==> config.mk <==
export PLATFORM = sky130hd
export DESIGN_NAME = i2c_master_arbiter
export DESIGN_NICKNAME = d
export VERILOG_FILES = /design/src/rtl/i2c_master_arbiter.sv
export SDC_FILE = /design/constraint.sdc
export NUM_CORES = 1
export LEC_CHECK = 0
export ABC_AREA = 0
export CAP_MARGIN = 5
export CELL_PAD_IN_SITES_DETAIL_PLACEMENT = 0
export CELL_PAD_IN_SITES_GLOBAL_PLACEMENT = 1
export CORE_MARGIN = 3
export CORE_UTILIZATION = 35
export DETAILED_ROUTE_END_ITERATION = 16
export GPL_ROUTABILITY_DRIVEN = 0
export HOLD_SLACK_MARGIN = 0.03
export PLACE_DENSITY_LB_ADDON = 0.3
export SETUP_SLACK_MARGIN = 0.05
export SYNTH_ARGS = -nofsm -noshare
export SYNTH_HDL_FRONTEND = slang
export SYNTH_SLANG_ARGS = --single-unit
==> constraint.sdc <==
create_clock -name clk -period 2.4 [get_ports clk]
set_input_delay 0.48 -clock clk [delete_from_list [all_inputs] [get_ports clk]]
set_output_delay 0.48 -clock clk [all_outputs]
set_load 0.01 [all_outputs]
==> src/rtl/i2c_master_arbiter.sv <==
// i2c_master_arbiter: round-robin front end that shares one i2c master
// among NREQ clients. Each grant loads rw/data into the master, releases
// the master from reset for one transfer, and waits for the master to
// reach STOP or for the timeout to expire.
module i2c_master_arbiter #(
  parameter int NREQ    = 4,
  parameter int IDW     = 2,
  parameter int TIMEOUT = 1023,
  parameter int TW      = 10
) (
  input  logic              clk,
  input  logic              rst,
  input  logic [NREQ-1:0]   req,
  input  logic [NREQ-1:0]   req_rw,
  input  logic [8*NREQ-1:0] req_wdata,
  output logic [NREQ-1:0]   gnt,
  output logic              busy,
  output logic              done,
  output logic [IDW-1:0]    done_id,
  output logic              err,
  output logic [7:0]        rdata,
  output logic              m_rst,
  output logic              m_rw,
  output logic [7:0]        m_data_in,
  input  logic [7:0]        m_data_out,
  input  logic [3:0]        m_state
);

  localparam logic [3:0] M_STOP = 4'd9;

  typedef enum logic [1:0] {S_IDLE, S_GRANT, S_RUN, S_DONE} state_t;

  state_t          state_q, state_d;
  logic [IDW-1:0]  ptr_q, ptr_d;
  logic [NREQ-1:0] gnt_q, gnt_d;
  logic            busy_q, busy_d;
  logic            done_q, done_d;
  logic            err_q, err_d;
  logic [IDW-1:0]  done_id_q, done_id_d;
  logic [7:0]      rdata_q, rdata_d;
  logic            m_rst_q, m_rst_d;
  logic            m_rw_q, m_rw_d;
  logic [7:0]      m_data_q, m_data_d;
  logic [TW-1:0]   cnt_q, cnt_d;

  logic [IDW-1:0]  sel;
  logic            found;

  // Round-robin pick: first set req bit after the last-granted index, wrapping.
  always_comb begin
    int idx;
    sel   = '0;
    found = 1'b0;
    idx   = 0;
    for (int k = 1; k <= NREQ; k++) begin
      idx = int'(ptr_q) + k;
      if (idx >= NREQ) idx = idx - NREQ;
      if (!found && req[idx]) begin
        found = 1'b1;
        sel   = IDW'(idx);
      end
    end
  end

  // Next-state and registered-output logic for the transaction sequencer.
  always_comb begin
    state_d   = state_q;
    ptr_d     = ptr_q;
    gnt_d     = gnt_q;
    done_d    = 1'b0;
    err_d     = 1'b0;
    done_id_d = done_id_q;
    rdata_d   = rdata_q;
    m_rst_d   = m_rst_q;
    m_rw_d    = m_rw_q;
    m_data_d  = m_data_q;
    cnt_d     = cnt_q;
    case (state_q)
      S_IDLE: begin
        if (found) begin
          state_d    = S_GRANT;
          gnt_d      = '0;
          gnt_d[sel] = 1'b1;
          ptr_d      = sel;
          m_rw_d     = req_rw[sel];
          m_data_d   = req_wdata[{sel, 3'b000} +: 8];
        end
      end
      S_GRANT: begin
        state_d = S_RUN;
        m_rst_d = 1'b0;
        cnt_d   = '0;
      end
      S_RUN: begin
        cnt_d = cnt_q + TW'(1);
        // Completion is checked first so it wins a same-cycle timeout.
        if (m_state == M_STOP) begin
          state_d   = S_DONE;
          done_d    = 1'b1;
          done_id_d = ptr_q;
          m_rst_d   = 1'b1;
          if (m_rw_q) rdata_d = m_data_out;
        end else if (cnt_q == TW'(TIMEOUT)) begin
          state_d   = S_DONE;
          done_d    = 1'b1;
          err_d     = 1'b1;
          done_id_d = ptr_q;
          m_rst_d   = 1'b1;
        end
      end
      S_DONE: begin
        state_d = S_IDLE;
        gnt_d   = '0;
      end
      default: state_d = S_IDLE;
    endcase
    busy_d = (state_d != S_IDLE);
  end

  // State and output registers; reset parks the master in reset.
  always_ff @(posedge clk or posedge rst) begin
    if (rst) begin
      state_q   <= S_IDLE;
      ptr_q     <= IDW'(NREQ - 1);
      gnt_q     <= '0;
      busy_q    <= 1'b0;
      done_q    <= 1'b0;
      err_q     <= 1'b0;
      done_id_q <= '0;
      rdata_q   <= '0;
      m_rst_q   <= 1'b1;
      m_rw_q    <= 1'b0;
      m_data_q  <= '0;
      cnt_q     <= '0;
    end else begin
      state_q   <= state_d;
      ptr_q     <= ptr_d;
      gnt_q     <= gnt_d;
      busy_q    <= busy_d;
      done_q    <= done_d;
      err_q     <= err_d;
      done_id_q <= done_id_d;
      rdata_q   <= rdata_d;
      m_rst_q   <= m_rst_d;
      m_rw_q    <= m_rw_d;
      m_data_q  <= m_data_d;
      cnt_q     <= cnt_d;
    end
  end

  assign gnt       = gnt_q;
  assign busy      = busy_q;
  assign done      = done_q;
  assign err       = err_q;
  assign done_id   = done_id_q;
  assign rdata     = rdata_q;
  assign m_rst     = m_rst_q;
  assign m_rw      = m_rw_q;
  assign m_data_in = m_data_q;

endmodule

==> out/qor.csv, run 1 <==
metric;value;unit
status;completed;
wl;6015;um
drt-initial-drc-count;109;
path_clk_slew;0.08;ns
cap_violations;0;
nets;362;
synth_top_area_share;44.26;%
setup-tns-final;0;ns
grt_pass1_wl;9749;um
holdWs;0.5096;ns
peakVddDrop;0.4575;mV
io-pin-count;81;
drive_gt1_share;14.52;%
crit_path_start_kind;input pin;
end_kind;register;
post-dp-hpwl;4320;um
avgRoutedWirePerCell;16.04;um
cts-resized-gates;0;
overflow;0;
post-place-ws;0.05985;ns
clockBufferDepth;2;
timing.critical_path.slowest_cell_delay;0.63;ns
slew_headroom;64.14;%
antenna_found_initial;0;
syn2layout_area_growth;48.22;%
grt_pass1_vias;1919;
crit_required;2.58;ns
portBuffers;80;
setup_slack;0.3602;ns
via_per_inst;5.299;
synth_fp_nets;275;
clock.fmax;490.2;MHz
crit_path_top_delay_cell;or4_4;
critPathTopFamily;simple AND/OR/NAND/NOR gates;
drv_slew;0;
leakagePower;1.330;nW
drc;0;
cp_cell_sequence;clkdlybuf4s50_1 -> or4_4 -> nor2_2 -> a21oi_1 -> o41a_2 -> or2_1;
track_usage;17.08;%
n_fill_cell;493;
fin_cells;375;
cts_buffers;5;
synth-async-reset-ratio;100.0;%
fp.dieW;84.35;um
ys_seq_elements;41;
n_antenna_cell;0;
core;5709;um2
netlist_top_cells_count;38 x dfrtp_1, 27 x nand2_1, 19 x nor2_1;
rsz0062_at_grt;false;
cts_sinks;41;
post-synth-top-count-cell;dfrtp_1;
cp.buffers_inverters;1;
hold_viol;0;
num_rows;27;
setup_viol;0;
drtPass1Iterations;4;
min_period_over_period;84.99;%
postCtsSetupBuffers;0;
hold_buffers;0;
skew;0.01173;ns
stdcell_area;3184;um2
hold_path.class;reg2reg;
htree_levels;2;
vias;1987;
synth_flop_cell;dfrtp_1;
min_period;2.040;ns
die_h;84.35;um
critical_path_class;in2reg;
avgSynthCellArea;9.992;um2
clock_latency;0.30;ns
start_util;37.63;%
grt_max_degree;42;
die_area;7114;um2
yosysUniqueCellTypes;43;
cts-root-buf;clkbuf_8;
cp_data_arrival_time;2.22;ns
yosysWarnings;0;
place_inst;367;
critPathMaxFanout;11;
worst_pin_slew;0.5379;ns
synth_area_leaders;dfrtp_1 44%, mux2_2 5.2%, nand2_1 4.7%, a222oi_1 4.2%, o21ai_0 3.7%;
place_area;3047;um2
synth_area;2148;um2
synth_edf_count;0;
p_per_area;1070;nW/um2
antenna_left;0;
syn_inst;215;
cts_tree;done;
synth-seq-area-share;47.93;%
yosys.area.top_type;dfrtp_1;
-- metrics by stage --
stage / total power (W) / util, %
after global placement: 0.002727 / 53.36
after detailed placement: 0.002756 / 53.36
after floorplan: 0.002046 / -
after global routing: 0.003656 / 55.77
final: 0.003408 / 55.77
after CTS: 0.003449 / 55.77
-- registers in the layout, summed over array words and instances, names as in the netlist, 2 cells and up --
signal and flops:
rdata 8, cnt_q 10, state_q 2, gnt 4, done_id 2, m_data_in 8, ptr_q 2
-- layout by cell type, fill, tap and decap left out, drive strengths merged, types with 2 or more instances in the layout --
master	count
nand2b	2
nand3	6
mux2	10
o21ai	17
nor2	21
dfstp	3
nor3	2
clkbuf	5
buf	9
or3	4
nand4	3
a21oi	12
nand2	27
dfrtp	38
bufinv	2
clkdlybuf4s50	80
and3	2
a31oi	11
ha	6
mux2i	4
a222oi	9
inv	13
-- logic make-up (layout without fill, tap and decap cells) --
kind of cell               Yosys count  after routing  share of synthesized area, %
adders and majority gates            6              6                         3.494
muxes                               14             14                         7.106
DFF                                 41             41                         47.93
and+or+nand+nor                     73             73                         16.31
xor gates and xnor gates             1              1                        0.4078
buffers and inverters               21            109                         4.893
AOI/OAI and AO/OA                   59             59                         19.86
-- final cells by class --
type / count / area, um2 / share of cell area [%]
Timing Repair Buffer: 89 / 868.3 / 27.27
Inverter: 12 / 45.04 / 1.415
Clock inverter: 3 / 68.82 / 2.161
Multi-Input combinational cell: 153 / 1013 / 31.83
Tap cell: 72 / 90.09 / 2.829
Clock buffer: 5 / 68.82 / 2.161
Sequential cell: 41 / 1030 / 32.34
-- per-layer routing --
| metal | up-vias | global-route usage (%) | part of all wire, % |
|---|---|---|---|
| met5 | - | 0 | 0 |
| met4 | 0 | 3.885 | 0.81 |
| met3 | 4 | 5.397 | 8.9 |
| met2 | 92 | 24.03 | 42 |
| met1 | 926 | 25.57 | 48 |
| li1 | 965 | - | - |
-- worst paths after layout --
check                                       start                        to  slack (ns)  depth (start not counted)
min reg2reg                done_id[1]$_DFFE_PP0P_    done_id[1]$_DFFE_PP0P_        0.51                          1
min                        done_id[1]$_DFFE_PP0P_    done_id[1]$_DFFE_PP0P_        0.51                          1
min in group asynchronous                     rst      rdata[3]$_DFFE_PP0P_        0.61                          3
max reg2reg                  ptr_q[1]$_DFFE_PP1P_  m_data_in[7]$_DFFE_PP0P_        0.55                          6
max                                        req[3]            busy$_DFF_PP0_        0.36                          6
max in group asynchronous                     rst      ptr_q[0]$_DFFE_PP1P_        1.40                          3
-- power breakdown --
part,switching [W],internal (W)
sequential,0.000192,0.000953
combinational,0.000748,0.000830
clock,0.000265,0.000419
(Power assumes the default switching activity.)
==> run 2, diff against run 1 <==
CORE_UTILIZATION = 33   (was 35)
clock period = 1.95 ns   (was 2.4 ns; I/O delays follow)
==> out/qor.csv, run 2 (synthesized netlist as in run 1, its figures left out) <==
metric;value;unit;change
portBuffers;80;;unchanged
start_util;35.24;%;was 37.63%
n_antenna_cell;0;;unchanged
via_per_inst;5.138;;was 5.299
min_period_over_period;92.59;%;
final_cell_mix;80 x clkdlybuf4s50_1, 38 x dfrtp_1, 27 x nand2_1, 26 x buf_4, 19 x nor2_1;;was 80 x clkdlybuf4s50_1, 38 x dfrtp_1, 27 x nand2_1, 19 x nor2_1, 16 x o21ai_0
slew_headroom;78.38;%;was 64.14%
drtPass1Iterations;4;;unchanged
grt_pass1_wl;9577;um;was 9749 um
drv_slew;0;;unchanged
syn2layout_area_growth;56.09;%;was 48.22%
critPathMaxFanout;10;;was 11
min_period;1.806;ns;
n_fill_cell;549;;was 493
setup-tns-final;0;ns;unchanged
hold_viol;0;;unchanged
cap_violations;0;;unchanged
leakagePower;1.425;nW;was 1.330 nW
clock_latency;0.30;ns;about the same
grt_pass1_vias;1962;;was 1,919
clock.fmax;553.9;MHz;
track_usage;16.20;%;was 17.08%
antenna_found_initial;0;;unchanged
postCtsSetupBuffers;0;;unchanged
setup_viol;0;;unchanged
regMostFlops;cnt_q;;unchanged
cts_sinks;41;;unchanged
crit_required;2.13;ns;was 2.58 ns
cts-root-buf;clkbuf_8;;unchanged
drive_gt1_share;19.81;%;was 14.52%
path_clk_slew;0.09;ns;was 0.08 ns
core;6096;um2;was 5709 um2
avgRoutedWirePerCell;15.18;um;was 16.04 um
final_common_cell;clkdlybuf4s50_1;;unchanged
power.total;0.004151;W;was 0.003408 W
vias;2045;;was 1,987
io-pin-count;81;;unchanged
cts_buffers;5;;unchanged
rr_worst_depth;5;;was 6
num_rows;28;;was 27
hold_path.class;in2async;;was reg2reg
die_area;7514;um2;was 7114 um2
end_kind;register;;unchanged
largest_reg_flops;10;;unchanged
drt-initial-drc-count;106;;was 109
skew;0.01123;ns;was 0.01173 ns
grt_max_degree;23;;was 42
post-dp-hpwl;4633;um;was 4320 um
cts_tree;done;;unchanged
worst_pin_slew;0.3243;ns;was 0.5379 ns
peakVddDrop;0.6111;mV;was 0.4575 mV
status;completed;;unchanged
nets;382;;was 362
antenna_left;0;;unchanged
crit_path_start_kind;input pin;;unchanged
die_h;86.69;um;was 84.35 um
critical_path_class;in2reg;;unchanged
fp.dieW;86.69;um;was 84.35 um
drc;0;;unchanged
htree_levels;2;;unchanged
wl;6040;um;was 6015 um
p_per_area;1238;nW/um2;was 1070 nW/um2
cts-resized-gates;0;;unchanged
rsz0062_at_grt;false;;unchanged
clockBufferDepth;2;;unchanged
overflow;0;;unchanged
cp_data_arrival_time;1.99;ns;was 2.22 ns
hold_buffers;0;;unchanged
holdWs;0.4390;ns;was 0.5096 ns
==> run 2: changes by cell type in the layout (fill, tap and decap cells not counted), sizes merged <==
cell,previous run,this run
buf,9,29
bufinv,2,1
clkinvlp,0,1
clkinv,0,1
inv,13,12
==> run 2: cell type report <==
cell class / instances / area [um2] / area share, %
Timing Repair Buffer: 109 / 1056 / 31.49
Sequential cell: 41 / 1030 / 30.71
Multi-Input combinational cell: 153 / 1013 / 30.22
Tap cell: 75 / 93.84 / 2.799
Clock buffer: 5 / 68.82 / 2.052
Clock inverter: 3 / 46.29 / 1.381
Inverter: 12 / 45.04 / 1.343
==> run 2: report_power, final <==
part	total (W)	internal (W)	switching, W
Clock	0.000697	0.000383	0.000314
Sequential	0.00137	0.00117	0.000201
Combinational	0.00208	0.00110	0.000983
==> run 2: routing by layer <==
metal / vias up / global-route usage (%) / wire length (um)
met1: 975 / 22.29 / 2846
met3: 0 / 4.468 / 450
li1: 997 / - / -
met2: 73 / 25.80 / 2743
met5: - / 0 / 0
met4: 0 / 2.975 / 0
==> run 2: worst paths after layout <==
kind	from	to	slack (ns)
min in group clk	gnt[2]$_DFFE_PP0P_	gnt[2]$_DFFE_PP0P_	0.50
hold / removal	rst	m_data_in[5]$_DFFE_PP0P_	0.44
max in group asynchronous	rst	m_rst$_DFFE_PP1P_	1.17
setup / recovery	req[2]	m_data_in[1]$_DFFE_PP0P_	0.14
hold reg to reg	gnt[2]$_DFFE_PP0P_	gnt[2]$_DFFE_PP0P_	0.50
setup reg to reg	ptr_q[1]$_DFFE_PP1P_	m_data_in[1]$_DFFE_PP0P_	0.23
==> run 2: through the flow <==
| step | utilization, % | instance area, um2 | cells | worst slack [ns] |
|---|---|---|---|---|
| 2_1_floorplan | - | 2148 | 215 | 0.3500 |
| 3_3_place_gp | 53.12 | 3238 | 390 | -0.1005 |
| 3_5_place_dp | 53.12 | 3238 | 390 | -0.1601 |
| 4_1_cts | 55.01 | 3353 | 398 | 0.1525 |
| 5_1_grt | 55.01 | 3353 | 398 | 0.06651 |
| 6_report | 55.01 | 3353 | 398 | 0.1445 |
==> run 2: critical path, stage by stage <==
cell and delay (ns):
clkdlybuf4s50_1 0.59, nor2_1 0.07, nor2_1 0.18, o32ai_4 0.11, buf_12 0.15, a222oi_1 0.37, a31oi_1 0.13
